### src/rtl/clk_switch_monitor.sv
// Health monitor for a switched clock: oversamples mon_clk with clk, measures high/low
// phase widths and period, and flags short phases (glitches) and missing edges (stall).
module clk_switch_monitor #(
    parameter int W         = 8,
    parameter int MIN_PULSE = 2,
    parameter int TIMEOUT   = 64
) (
    input  logic         clk,
    input  logic         rst,
    input  logic         mon_clk,
    input  logic         clr,
    output logic [W-1:0] high_w,
    output logic [W-1:0] low_w,
    output logic [W:0]   period,
    output logic         meas_vld,
    output logic         glitch,
    output logic         glitch_seen,
    output logic [7:0]   glitch_cnt,
    output logic         stall
);

    typedef enum logic [2:0] {
        ST_IDLE = 3'd0,
        ST_WAIT = 3'd1,
        ST_HI1  = 3'd2,
        ST_LO   = 3'd3,
        ST_HI   = 3'd4
    } state_t;

    localparam logic [W-1:0] CNT_ZERO  = {W{1'b0}};
    localparam logic [W-1:0] CNT_ONE   = {{(W-1){1'b0}}, 1'b1};
    localparam logic [W-1:0] CNT_MAX   = {W{1'b1}};
    localparam logic [W-1:0] TIMEOUT_C = W'(TIMEOUT);
    localparam logic [W-1:0] MIN_C     = W'(MIN_PULSE);

    state_t       state_r;
    state_t       state_nxt_s;
    logic         s1_r;
    logic         s2_r;
    logic         s3_r;
    logic [W-1:0] cnt_r;
    logic         rise_s;
    logic         fall_s;
    logic         edge_s;
    logic         cap_high_s;
    logic         cap_low_s;
    logic         short_evt_s;
    logic         set_stall_s;

    // Three-flop synchroniser; s1 is the metastability stage, s2/s3 form the edge detector
    always_ff @(posedge clk or posedge rst) begin
        if (rst) begin
            s1_r <= 1'b0;
            s2_r <= 1'b0;
            s3_r <= 1'b0;
        end else if (clr) begin
            s1_r <= 1'b0;
            s2_r <= 1'b0;
            s3_r <= 1'b0;
        end else begin
            s1_r <= mon_clk;
            s2_r <= s1_r;
            s3_r <= s2_r;
        end
    end

    assign rise_s = s2_r & ~s3_r;
    assign fall_s = ~s2_r & s3_r;
    assign edge_s = rise_s | fall_s;

    // Phase-width counter: cycles since the last detected edge, saturating
    always_ff @(posedge clk or posedge rst) begin
        if (rst) begin
            cnt_r <= CNT_ZERO;
        end else if (clr) begin
            cnt_r <= CNT_ZERO;
        end else if (edge_s) begin
            cnt_r <= CNT_ONE;
        end else if (cnt_r != CNT_MAX) begin
            cnt_r <= cnt_r + CNT_ONE;
        end else begin
            cnt_r <= cnt_r;
        end
    end

    // FSM state register
    always_ff @(posedge clk or posedge rst) begin
        if (rst) begin
            state_r <= ST_IDLE;
        end else if (clr) begin
            state_r <= ST_IDLE;
        end else begin
            state_r <= state_nxt_s;
        end
    end

    // Next state and capture strobes; a timeout drops back to IDLE so the next phase is partial
    always_comb begin
        state_nxt_s = state_r;
        cap_high_s  = 1'b0;
        cap_low_s   = 1'b0;
        set_stall_s = 1'b0;
        if ((cnt_r == TIMEOUT_C) && !edge_s) begin
            set_stall_s = 1'b1;
            state_nxt_s = ST_IDLE;
        end else begin
            case (state_r)
                ST_IDLE: begin
                    if (rise_s) begin
                        state_nxt_s = ST_HI1;
                    end else if (fall_s) begin
                        state_nxt_s = ST_WAIT;
                    end else begin
                        state_nxt_s = ST_IDLE;
                    end
                end
                ST_WAIT: begin
                    if (rise_s) begin
                        state_nxt_s = ST_HI1;
                    end else begin
                        state_nxt_s = ST_WAIT;
                    end
                end
                ST_HI1, ST_HI: begin
                    if (fall_s) begin
                        cap_high_s  = 1'b1;
                        state_nxt_s = ST_LO;
                    end else begin
                        state_nxt_s = state_r;
                    end
                end
                ST_LO: begin
                    if (rise_s) begin
                        cap_low_s   = 1'b1;
                        state_nxt_s = ST_HI;
                    end else begin
                        state_nxt_s = ST_LO;
                    end
                end
                default: begin
                    state_nxt_s = ST_IDLE;
                end
            endcase
        end
        short_evt_s = (cap_high_s | cap_low_s) & (cnt_r < MIN_C);
    end

    // Registered measurement, glitch and stall outputs
    always_ff @(posedge clk or posedge rst) begin
        if (rst) begin
            high_w      <= CNT_ZERO;
            low_w       <= CNT_ZERO;
            period      <= {1'b0, CNT_ZERO};
            meas_vld    <= 1'b0;
            glitch      <= 1'b0;
            glitch_seen <= 1'b0;
            glitch_cnt  <= 8'd0;
            stall       <= 1'b0;
        end else if (clr) begin
            high_w      <= CNT_ZERO;
            low_w       <= CNT_ZERO;
            period      <= {1'b0, CNT_ZERO};
            meas_vld    <= 1'b0;
            glitch      <= 1'b0;
            glitch_seen <= 1'b0;
            glitch_cnt  <= 8'd0;
            stall       <= 1'b0;
        end else begin
            meas_vld <= cap_low_s;
            glitch   <= short_evt_s;
            if (cap_high_s) begin
                high_w <= cnt_r;
            end
            if (cap_low_s) begin
                low_w  <= cnt_r;
                period <= {1'b0, high_w} + {1'b0, cnt_r};
            end
            if (short_evt_s) begin
                glitch_seen <= 1'b1;
                if (glitch_cnt != 8'hFF) begin
                    glitch_cnt <= glitch_cnt + 8'd1;
                end
            end
            // an edge always wins over the timeout, so stall can never set and clear together
            if (edge_s) begin
                stall <= 1'b0;
            end else if (set_stall_s) begin
                stall <= 1'b1;
            end
        end
    end

endmodule

### config.mk
export PLATFORM = sky130hd
export DESIGN_NAME = clk_switch_monitor
export DESIGN_NICKNAME = d
export VERILOG_FILES = /design/src/rtl/clk_switch_monitor.sv
export SDC_FILE = /design/constraint.sdc
export NUM_CORES = 1
export LEC_CHECK = 0
export CORE_AREA = 3 3 82 84
export DETAILED_ROUTE_END_ITERATION = 6
export DIE_AREA = 0 0 85 87
export PLACE_DENSITY = 0.66
export SLEW_MARGIN = 20
export SYNTH_ARGS = -nofsm -noshare
export SYNTH_HDL_FRONTEND = slang
export SYNTH_SLANG_ARGS = --single-unit
### constraint.sdc
create_clock -name clk -period 2.2 [get_ports clk]
set_input_delay 0.44 -clock clk [delete_from_list [all_inputs] [get_ports clk]]
set_output_delay 0.44 -clock clk [all_outputs]
set_load 0.05 [all_outputs]
Word-level counts from Yosys, hierarchy flattened

Cells that the tools add are included.

Memories kept: 0
Register bits after elaboration: 51
Bits in latches: 0
Bits in writable memories: 0
Bits in read-only memories: 0
Output and inout bits: 37

Multiplexer cells: 37
Reduce and logical (&&, ||, !) cells: 11
Divide/modulo/power cells: 0
Shift-type cells: 0
Add/subtract/negate cells: 3
Bitwise gates (word level): 7
$mul: 0
Eq/ne operators: 8
Order comparisons: 1

Operator list:

| operator                                                               | count |
|---|---|
| 8-bit two-way mux                                                      | 10 |
| 1-bit two-way mux                                                      | 18 |
| 9-bit two-way mux                                                      | 2 |
| 8-bit by 1-bit adder with 8-bit output (second input constant)         | 2 |
| 8-bit inequality test (second input constant)                          | 2 |
| 3-bit two-way mux                                                      | 4 |
| 3-bit case mux with 4 select lines                                     | 1 |
| 8-bit by 8-bit adder with 9-bit output                                 | 1 |
| 8-bit by 7-bit equality test with 1-bit output (second input constant) | 1 |
| 8-bit by 2-bit < comparator with 1-bit output (second input constant)  | 1 |
| 2-bit nonzero test                                                     | 4 |
| 3-bit by 2-bit equality test with 1-bit output (second input constant) | 2 |
| 3-bit nonzero test                                                     | 2 |
| 2-bit two-way mux                                                      | 2 |
| 4-bit inequality test (second input constant)                          | 1 |
| 1-bit bitwise AND                                                      | 3 |
| 3-bit by 1-bit equality test with 1-bit output (second input constant) | 1 |
| 3-bit equality test (second input constant)                            | 1 |
| 3-bit zero test                                                        | 1 |
| 1-bit NOT                                                              | 2 |
| 1-bit bitwise OR                                                       | 2 |
| 2-bit AND reduction                                                    | 1 |
| 2-bit OR reduction                                                     | 1 |
| 1-bit logical AND                                                      | 1 |
| 1-bit zero test                                                        | 1 |

Depth between registers and ports, before layout

Gate-level depths: netlist of the first run.

Depth in word-level cells: 10
Gate-level depth with buffers: 8
Mapped depth without buffers: 7

Least setup slack after synthesis of the first run

No wires, ideal clock.

Path kind: reg2reg
Start point: register cnt_r[2]
End point: register glitch_cnt[4]
Cell stages (with the launch flop): 6
Path buffers: 0
Data arrival time: 2.075 ns
Setup time: 0.134 ns
Path slack: -0.009 ns
Required time: 2.066 ns
Cell sequence: dfrtp_1 > or4_4 > or4_4 > or2_2 > o41ai_1 > a21oi_1

Longest elaborated chain between the ends: 7
Elaborated cells between the ends (all ways): 9
Classes of those cells: order compare: 1; eq/ne: 1; mux: 2; bitwise: 2; reduce/logical: 3

RTL lines:

| item                                           | line | RTL |
|---|---|---|
| from (decl)                                    | 41   | `logic [W-1:0] cnt_r;` |
| from (signal assigned)                         | 80   | `cnt_r <= cnt_r + CNT_ONE;` |
| from (signal assigned)                         | 82   | `cnt_r <= cnt_r;` |
| 8-bit by 7-bit equality test with 1-bit output | 103  | `if ((cnt_r == TIMEOUT_C) && !edge_s) begin` |
| 1-bit logical AND                              | 103  |  |
| 1-bit two-way mux                              | 103  |  |
| 1-bit bitwise OR                               | 145  | `short_evt_s = (cap_high_s \| cap_low_s) & (cnt_r < MIN_C);` |
| 1-bit bitwise AND (*)                          | 145  |  |
| 2-bit nonzero test (no source line) (*)        | n/a  |  |
| 2-bit AND reduction (no source line) (*)       | n/a  |  |
| to (signal assigned)                           | 181  | `glitch_cnt <= glitch_cnt + 8'd1;` |
| to (decl)                                      | 18   | `output logic [7:0] glitch_cnt,` |

Mark *: on every way between the ends. The rest lies on a longest branch, timed or not.
A chain may end at the register's enable or synchronous reset.

Worst setup path in the final report of the first run

Same ends and word-level chain as after synthesis.

==> impl_metrics.env, run 1 <==
export IMPL_worst_slew_pin_slew_ps=640
export IMPL_setup_slack_ps=25.9
export IMPL_critPathKind="flip-flop to flip-flop"
export IMPL_maxCapViolations=0
export IMPL_postSynthAreaPerCell_um2=9.77
export IMPL_drt_initial_drc_count=121
export IMPL_slowest_stage="or4_4"
export IMPL_syn_num_nets=289
export IMPL_whs_ps=432
export IMPL_worst_ep_required_time_ps=2430
export IMPL_diodes=0
export IMPL_hold_viol=0
export IMPL_powerDensity_nw_per_um2=483
export IMPL_max_slew_margin_pct=57.3
export IMPL_cts_tree="built"
export IMPL_ant_nets=0
export IMPL_routed_via_density=5.36
export IMPL_track_usage_pct=16.7
export IMPL_dp_worst_setup_slack_ps=19.7
export IMPL_grt_first_pass_wirelength_mm=10.0
export IMPL_fin_cells=400
export IMPL_crit_path_end_kind="flip-flop"
export IMPL_root_buffer="clkbuf_8"
export IMPL_synth_flop_cell="dfrtp_1"
export IMPL_ir_drop_v=0.000257
export IMPL_grt_overflow=0
export IMPL_core_um2=5990
export IMPL_ys_ff_latch=51
export IMPL_cp_top_family="simple AND/OR/NAND/NOR gates"
export IMPL_clock_latency_ps=300
export IMPL_drive_gt1_share_pct=12.3
export IMPL_path_max_fanout=5
export IMPL_startpoint_type="flip-flop"
export IMPL_hpwl_mm=4.33
export IMPL_clock_sinks=51
export IMPL_antenna_found_initial=0
export IMPL_dp_cells=392
export IMPL_grt_max_degree=45
export IMPL_synth_cell_types=47
export IMPL_wirelength_mm=5.84
export IMPL_fin_worst_skew_ps=4.27
export IMPL_crit_top_cell="or4_4"
export IMPL_die_h_um=87
export IMPL_cts_resized=0
export IMPL_synth_edf_count=0
export IMPL_synth_top_cell_area_share_pct=48.2
export IMPL_clock_fmax_mhz=460
export IMPL_clk_pin_slew_ps=90
export IMPL_vias=2145
export IMPL_slowest_delay_ps=540
export IMPL_synth_async_sr_flop_share_pct=100
export IMPL_clock_path_buffers=2
export IMPL_rsz0062_at_grt="true"
export IMPL_initial_utilization_pct=44.2
export IMPL_synth_top_area_cell="dfrtp_1"
export IMPL_syn_to_final_growth_pct=26.6
export IMPL_min_period_ps=2170
export IMPL_status="complete, no violations"
export IMPL_finalCritPeriodShare_pct=98.8
export IMPL_gp_congestion=0.849
export IMPL_drv_slew=0
export IMPL_cts_made_buffers=5
export IMPL_syn_inst=271
export IMPL_wl_per_cell_um=14.6
export IMPL_grt_pass1_vias=2157
export IMPL_nets=342
export IMPL_crit_chain="or4_4 > or4_4 > nor4_4 > or3b_1 > a21oi_1"
export IMPL_yosysSeqAreaShare_pct=48.2
export IMPL_tns_ps=0
export IMPL_cellLeakagePower_uw=0.00146
export IMPL_row_count=28
export IMPL_synth_area_um2=2650
export IMPL_setup_violations=0
export IMPL_arrival_ps=2400
export IMPL_ctsHoldBuffers=0
export IMPL_die_w_um=85
export IMPL_port_buffers=40
export IMPL_dieArea_um2=7400
export IMPL_critPathBufInv=0
export IMPL_drt_pass1_iter_count=4
export IMPL_synth_area_leaders="dfrtp_1, ha_1, a21oi_1"
export IMPL_htree_levels=2
export IMPL_top_level_ports=41
export IMPL_hp_class="input port to asynchronous set/reset pin"
export IMPL_post_cts_setup_buffers=0
export IMPL_yosys_warnings=0
export IMPL_drc=0
[cell usage in the layout (no fill, tap or decap), types with 2 or more instances in the layout]
master / Yosys / layout
dfrtp_1: 51 / 51
clkdlybuf4s50_1: 0 / 40
nand2_1: 30 / 30
nor2_1: 27 / 27
a21oi_1: 24 / 24
buf_4: 1 / 16
ha_1: 13 / 13
inv_1: 11 / 10
nor3_1: 11 / 10
nand3_1: 10 / 10
xnor2_1: 8 / 8
nor2b_1: 7 / 7
a22o_1: 7 / 7
a211oi_1: 7 / 6
o21ai_0: 6 / 6
nand3b_1: 5 / 5
clkbuf_8: 0 / 5
mux2i_1: 4 / 4
nand4b_1: 3 / 3
clkinv_2: 0 / 3
or4_4: 2 / 2
nor3b_1: 2 / 2
nor4_1: 2 / 2
or2_2: 2 / 2
o21bai_1: 2 / 2
a21o_1: 2 / 2
or4_1: 2 / 2
buf_12: 0 / 2
[layer usage]
metal  part of all wire, %  wire length [um]  global-route usage, %  vias to the layer above
li1                      -                 -                      -                     1068
met1                    48              2790                   21.9                     1040
met2                    48              2820                   28.7                       32
met3                   3.3               193                   3.03                        5
met4                  0.60                35                   4.32                        0
met5                     0                 0                      0                        -
[power by group]
group          total (uW)  internal (uW)  switching [uW]
registers             965            947            17.5
clock network         523            218             305
logic                 132           52.8            79.0
total                1620           1220             401
[worst register-to-register path, cell delays in order (launching register included)]
cell	delay (ps)
dfrtp_1	390
or4_4	540
or4_4	490
nor4_4	160
or3b_1	370
a21oi_1	150
[registers in the layout, indices dropped and copies added (netlist names), 3 cells and up]
| name | flops |
|---|---|
| period | 9 |
| cnt_r | 8 |
| glitch_cnt | 8 |
| high_w | 8 |
| low_w | 8 |
| state_r | 3 |
[path summary, 6_finish.rpt]
check | cells past startpoint | slack, ps | start | to
setup / recovery | 5 | 30 | cnt_r[2] | glitch_cnt[4]
hold / removal | 2 | 430 | rst | meas_vld
setup reg to reg | 5 | 30 | cnt_r[2] | glitch_cnt[4]
hold reg to reg | 1 | 470 | s1_r | s2_r
max in group asynchronous | 3 | 1260 | rst | high_w[1]
min in group clk | 1 | 470 | s1_r | s2_r
[Yosys cell counts (3+ instances only)]
library cell / count
dfrtp_1: 51
nand2_1: 30
nor2_1: 27
a21oi_1: 24
ha_1: 13
inv_1: 11
nor3_1: 11
nand3_1: 10
xnor2_1: 8
a211oi_1: 7
a22o_1: 7
clkbuf_1: 7
nor2b_1: 7
o21ai_0: 6
nand3b_1: 5
mux2i_1: 4
nand4b_1: 3
[kinds of logic after synthesis]
| group | share of synthesized area, % |
|---|---|
| flops | 48.2 |
| fa+ha+maj | 6.90 |
| compound gates | 14.3 |
| mux | 1.94 |
| buf+inv | 3.50 |
| xor+xnor | 2.98 |
| simple gates | 22.2 |
[metrics by stage]
step / cell area [um2] / utilization, % / power, uW
2_1_floorplan: 2650 / - / 1070
3_3_place_gp: 3250 / 54.3 / 1110
3_5_place_dp: 3250 / 54.3 / 1120
4_1_cts: 3340 / 55.7 / 1640
5_1_grt: 3350 / 56.0 / 1690
6_report: 3350 / 56.0 / 1620
[final cells by class]
type	instances	area (um2)
clock inverter	3	15.0
tap	75	93.8
clock buffer	5	68.8
fill	506	2640
timing repair buffer	58	561
inverter	11	41.3
multi-input combinational	197	1300
sequential	51	1280
Power figures use the tool's default switching activity.
==> run 2, diff against run 1 <==
--- a/config.mk
+++ b/config.mk
@@ -6,4 +6,5 @@
 export NUM_CORES = 1
 export LEC_CHECK = 0
+export CAP_MARGIN = 20
 export CORE_AREA = 3 3 82 84
 export DETAILED_ROUTE_END_ITERATION = 6
==> constraint.sdc (replaced) <==
create_clock -name clk -period 2.2 [get_ports clk]
set_input_delay 0.55 -clock clk [delete_from_list [all_inputs] [get_ports clk]]
set_output_delay 0.55 -clock clk [all_outputs]
set_load 0.05 [all_outputs]
==> run 2 against run 1 <==
Against the previous run:
- total power up 0.72%
- setup slack better by 18 ps
- final cell count decreased by 0.50%
- clock skew grew 2.5 ps
- maximum frequency is 0.82% higher
- critical path depth unchanged
- non-clock buffer count fell by 1
==> impl_metrics.env, run 2 (same netlist as run 1, synthesis figures left out) <==
export IMPL_arrival_ps=2380
export IMPL_ir_drop_v=0.000297
export IMPL_port_buffers=40
export IMPL_layout_cells_most_common="dfrtp_1"
export IMPL_final_util_pct=56.0
export IMPL_clock_latency_ps=300
export IMPL_largest_reg_flops=9
export IMPL_clock_fmax_mhz=464
export IMPL_top_register="period"
export IMPL_fin_cells=398
export IMPL_setup_slack_ps=43.7
export IMPL_clock_path_buffers=2
export IMPL_routed_via_density=5.24
export IMPL_vias=2086
export IMPL_dp_cells=391
export IMPL_wl_per_cell_um=14.3
export IMPL_drc=0
export IMPL_max_slew_margin_pct=53.8
export IMPL_ant_nets=0
export IMPL_r2r_start="cnt_r[2]"
export IMPL_rr_endpoint="glitch_cnt[4]"
export IMPL_path_max_fanout=5
export IMPL_grt_max_degree=52
export IMPL_core_um2=5990
export IMPL_min_period_ps=2160
export IMPL_drv_slew=0
export IMPL_crit_chain="or4_4 > or4_4 > nor4_4 > or3b_1 > a21oi_1"
export IMPL_rsz0062_at_grt="true"
export IMPL_cts_made_buffers=5
export IMPL_gp_congestion=0.797
export IMPL_die_w_um=85
export IMPL_drt_pass1_iter_count=4
export IMPL_powerDensity_nw_per_um2=486
export IMPL_r2r_setup_slack_ps=40
export IMPL_diodes=0
export IMPL_initial_utilization_pct=44.2
export IMPL_antenna_found_initial=0
export IMPL_fin_worst_skew_ps=6.78
export IMPL_setup_violations=0
export IMPL_crit_path_end_kind="flip-flop"
export IMPL_top_level_ports=41
export IMPL_startpoint_type="flip-flop"
export IMPL_root_buffer="clkbuf_8"
export IMPL_crit_top_cell="or4_4"
export IMPL_min_to="s2_r"
export IMPL_hold_viol=0
export IMPL_worst_slew_pin_slew_ps=694
export IMPL_hpwl_mm=4.14
export IMPL_min_from="s1_r"
export IMPL_clk_pin_slew_ps=90
export IMPL_final_cell_mix="dfrtp_1, clkdlybuf4s50_1, nand2_1"
export IMPL_critPathKind="flip-flop to flip-flop"
export IMPL_hp_class="flip-flop to flip-flop"
export IMPL_drt_initial_drc_count=70
export IMPL_holdPathStages=1
export IMPL_cellLeakagePower_uw=0.00149
export IMPL_clock_sinks=51
export IMPL_maxCapViolations=0
export IMPL_status="complete, no violations"
export IMPL_grt_pass1_vias=2016
export IMPL_slowest_stage="or4_4"
export IMPL_nets=341
export IMPL_wirelength_mm=5.70
export IMPL_grt_first_pass_wirelength_mm=9.83
export IMPL_finalCritPeriodShare_pct=98.0
export IMPL_dieArea_um2=7400
export IMPL_track_usage_pct=16.7
export IMPL_die_h_um=87
export IMPL_slowest_delay_ps=530
export IMPL_row_count=28
export IMPL_grt_overflow=0
export IMPL_drive_gt1_share_pct=11.8
export IMPL_post_cts_setup_buffers=0
export IMPL_cts_tree="built"
export IMPL_dp_worst_setup_slack_ps=11.6
export IMPL_syn_to_final_growth_pct=26.6
export IMPL_worst_ep_required_time_ps=2420
export IMPL_htree_levels=2
export IMPL_r2r_cells=5
run 2: worst max path at each step:
stage | end | start | slack, ps
3_3_place_gp | glitch_cnt[4] | cnt_r[2] | 60
6_report | glitch_cnt[4] | cnt_r[2] | 40
2_1_floorplan | glitch_cnt[4] | cnt_r[2] | -9
5_1_grt | glitch_cnt[4] | cnt_r[2] | -20
4_1_cts | glitch_cnt[4] | cnt_r[2] | 7
3_5_place_dp | glitch_cnt[4] | cnt_r[2] | 10
run 2: cell type report:
class,instances,area [um2]
Clock buffer,6,82.6
Clock inverter,1,5.00
Fill cell,529,2640
Inverter,11,41.3
Multi-Input combinational cell,197,1300
Sequential cell,51,1280
Tap cell,75,93.8
Timing Repair Buffer,57,558
run 2: what timing repair did:
action / CTS / global route
gates resized for setup: 0 / 5
setup endpoints to repair: 0 / 11
hold buffers: 0 / 0
run 2: power by group:
group | switching [uW] | total, uW | internal, uW | leakage, uW
sequential | 16.5 | 964 | 947 | 0.000707
clock | 290 | 537 | 247 | 0.0000470
combinational | 77.9 | 131 | 52.8 | 0.000736
run 2: routing by layer:
layer	up-vias	global-route usage (%)	wire (um)
met3	4	3.12	167
met5	-	0	0
met2	30	25.8	2660
met4	0	5.04	47
met1	987	23.9	2820
li1	1065	-	-
run 2: worst max-delay path: cells and delay by family (launching register included):
kind	cells	cell delay, ps
AOI/OAI and AO/OA	1	150
DFF	1	380
and+or+nand+nor	4	1550
run 2: metrics by stage:
| step | area, um2 | setup TNS, ps | hold WS (ps) | power (uW) |
|---|---|---|---|---|
| after floorplan | 2650 | -9.20 | 439 | 1070 |
| after global placement | 3240 | 0 | 444 | 1110 |
| after detailed placement | 3240 | 0 | 467 | 1110 |
| after CTS | 3330 | 0 | 488 | 1650 |
| after global routing | 3350 | -36.2 | 504 | 1720 |
| final | 3350 | 0 | 488 | 1630 |
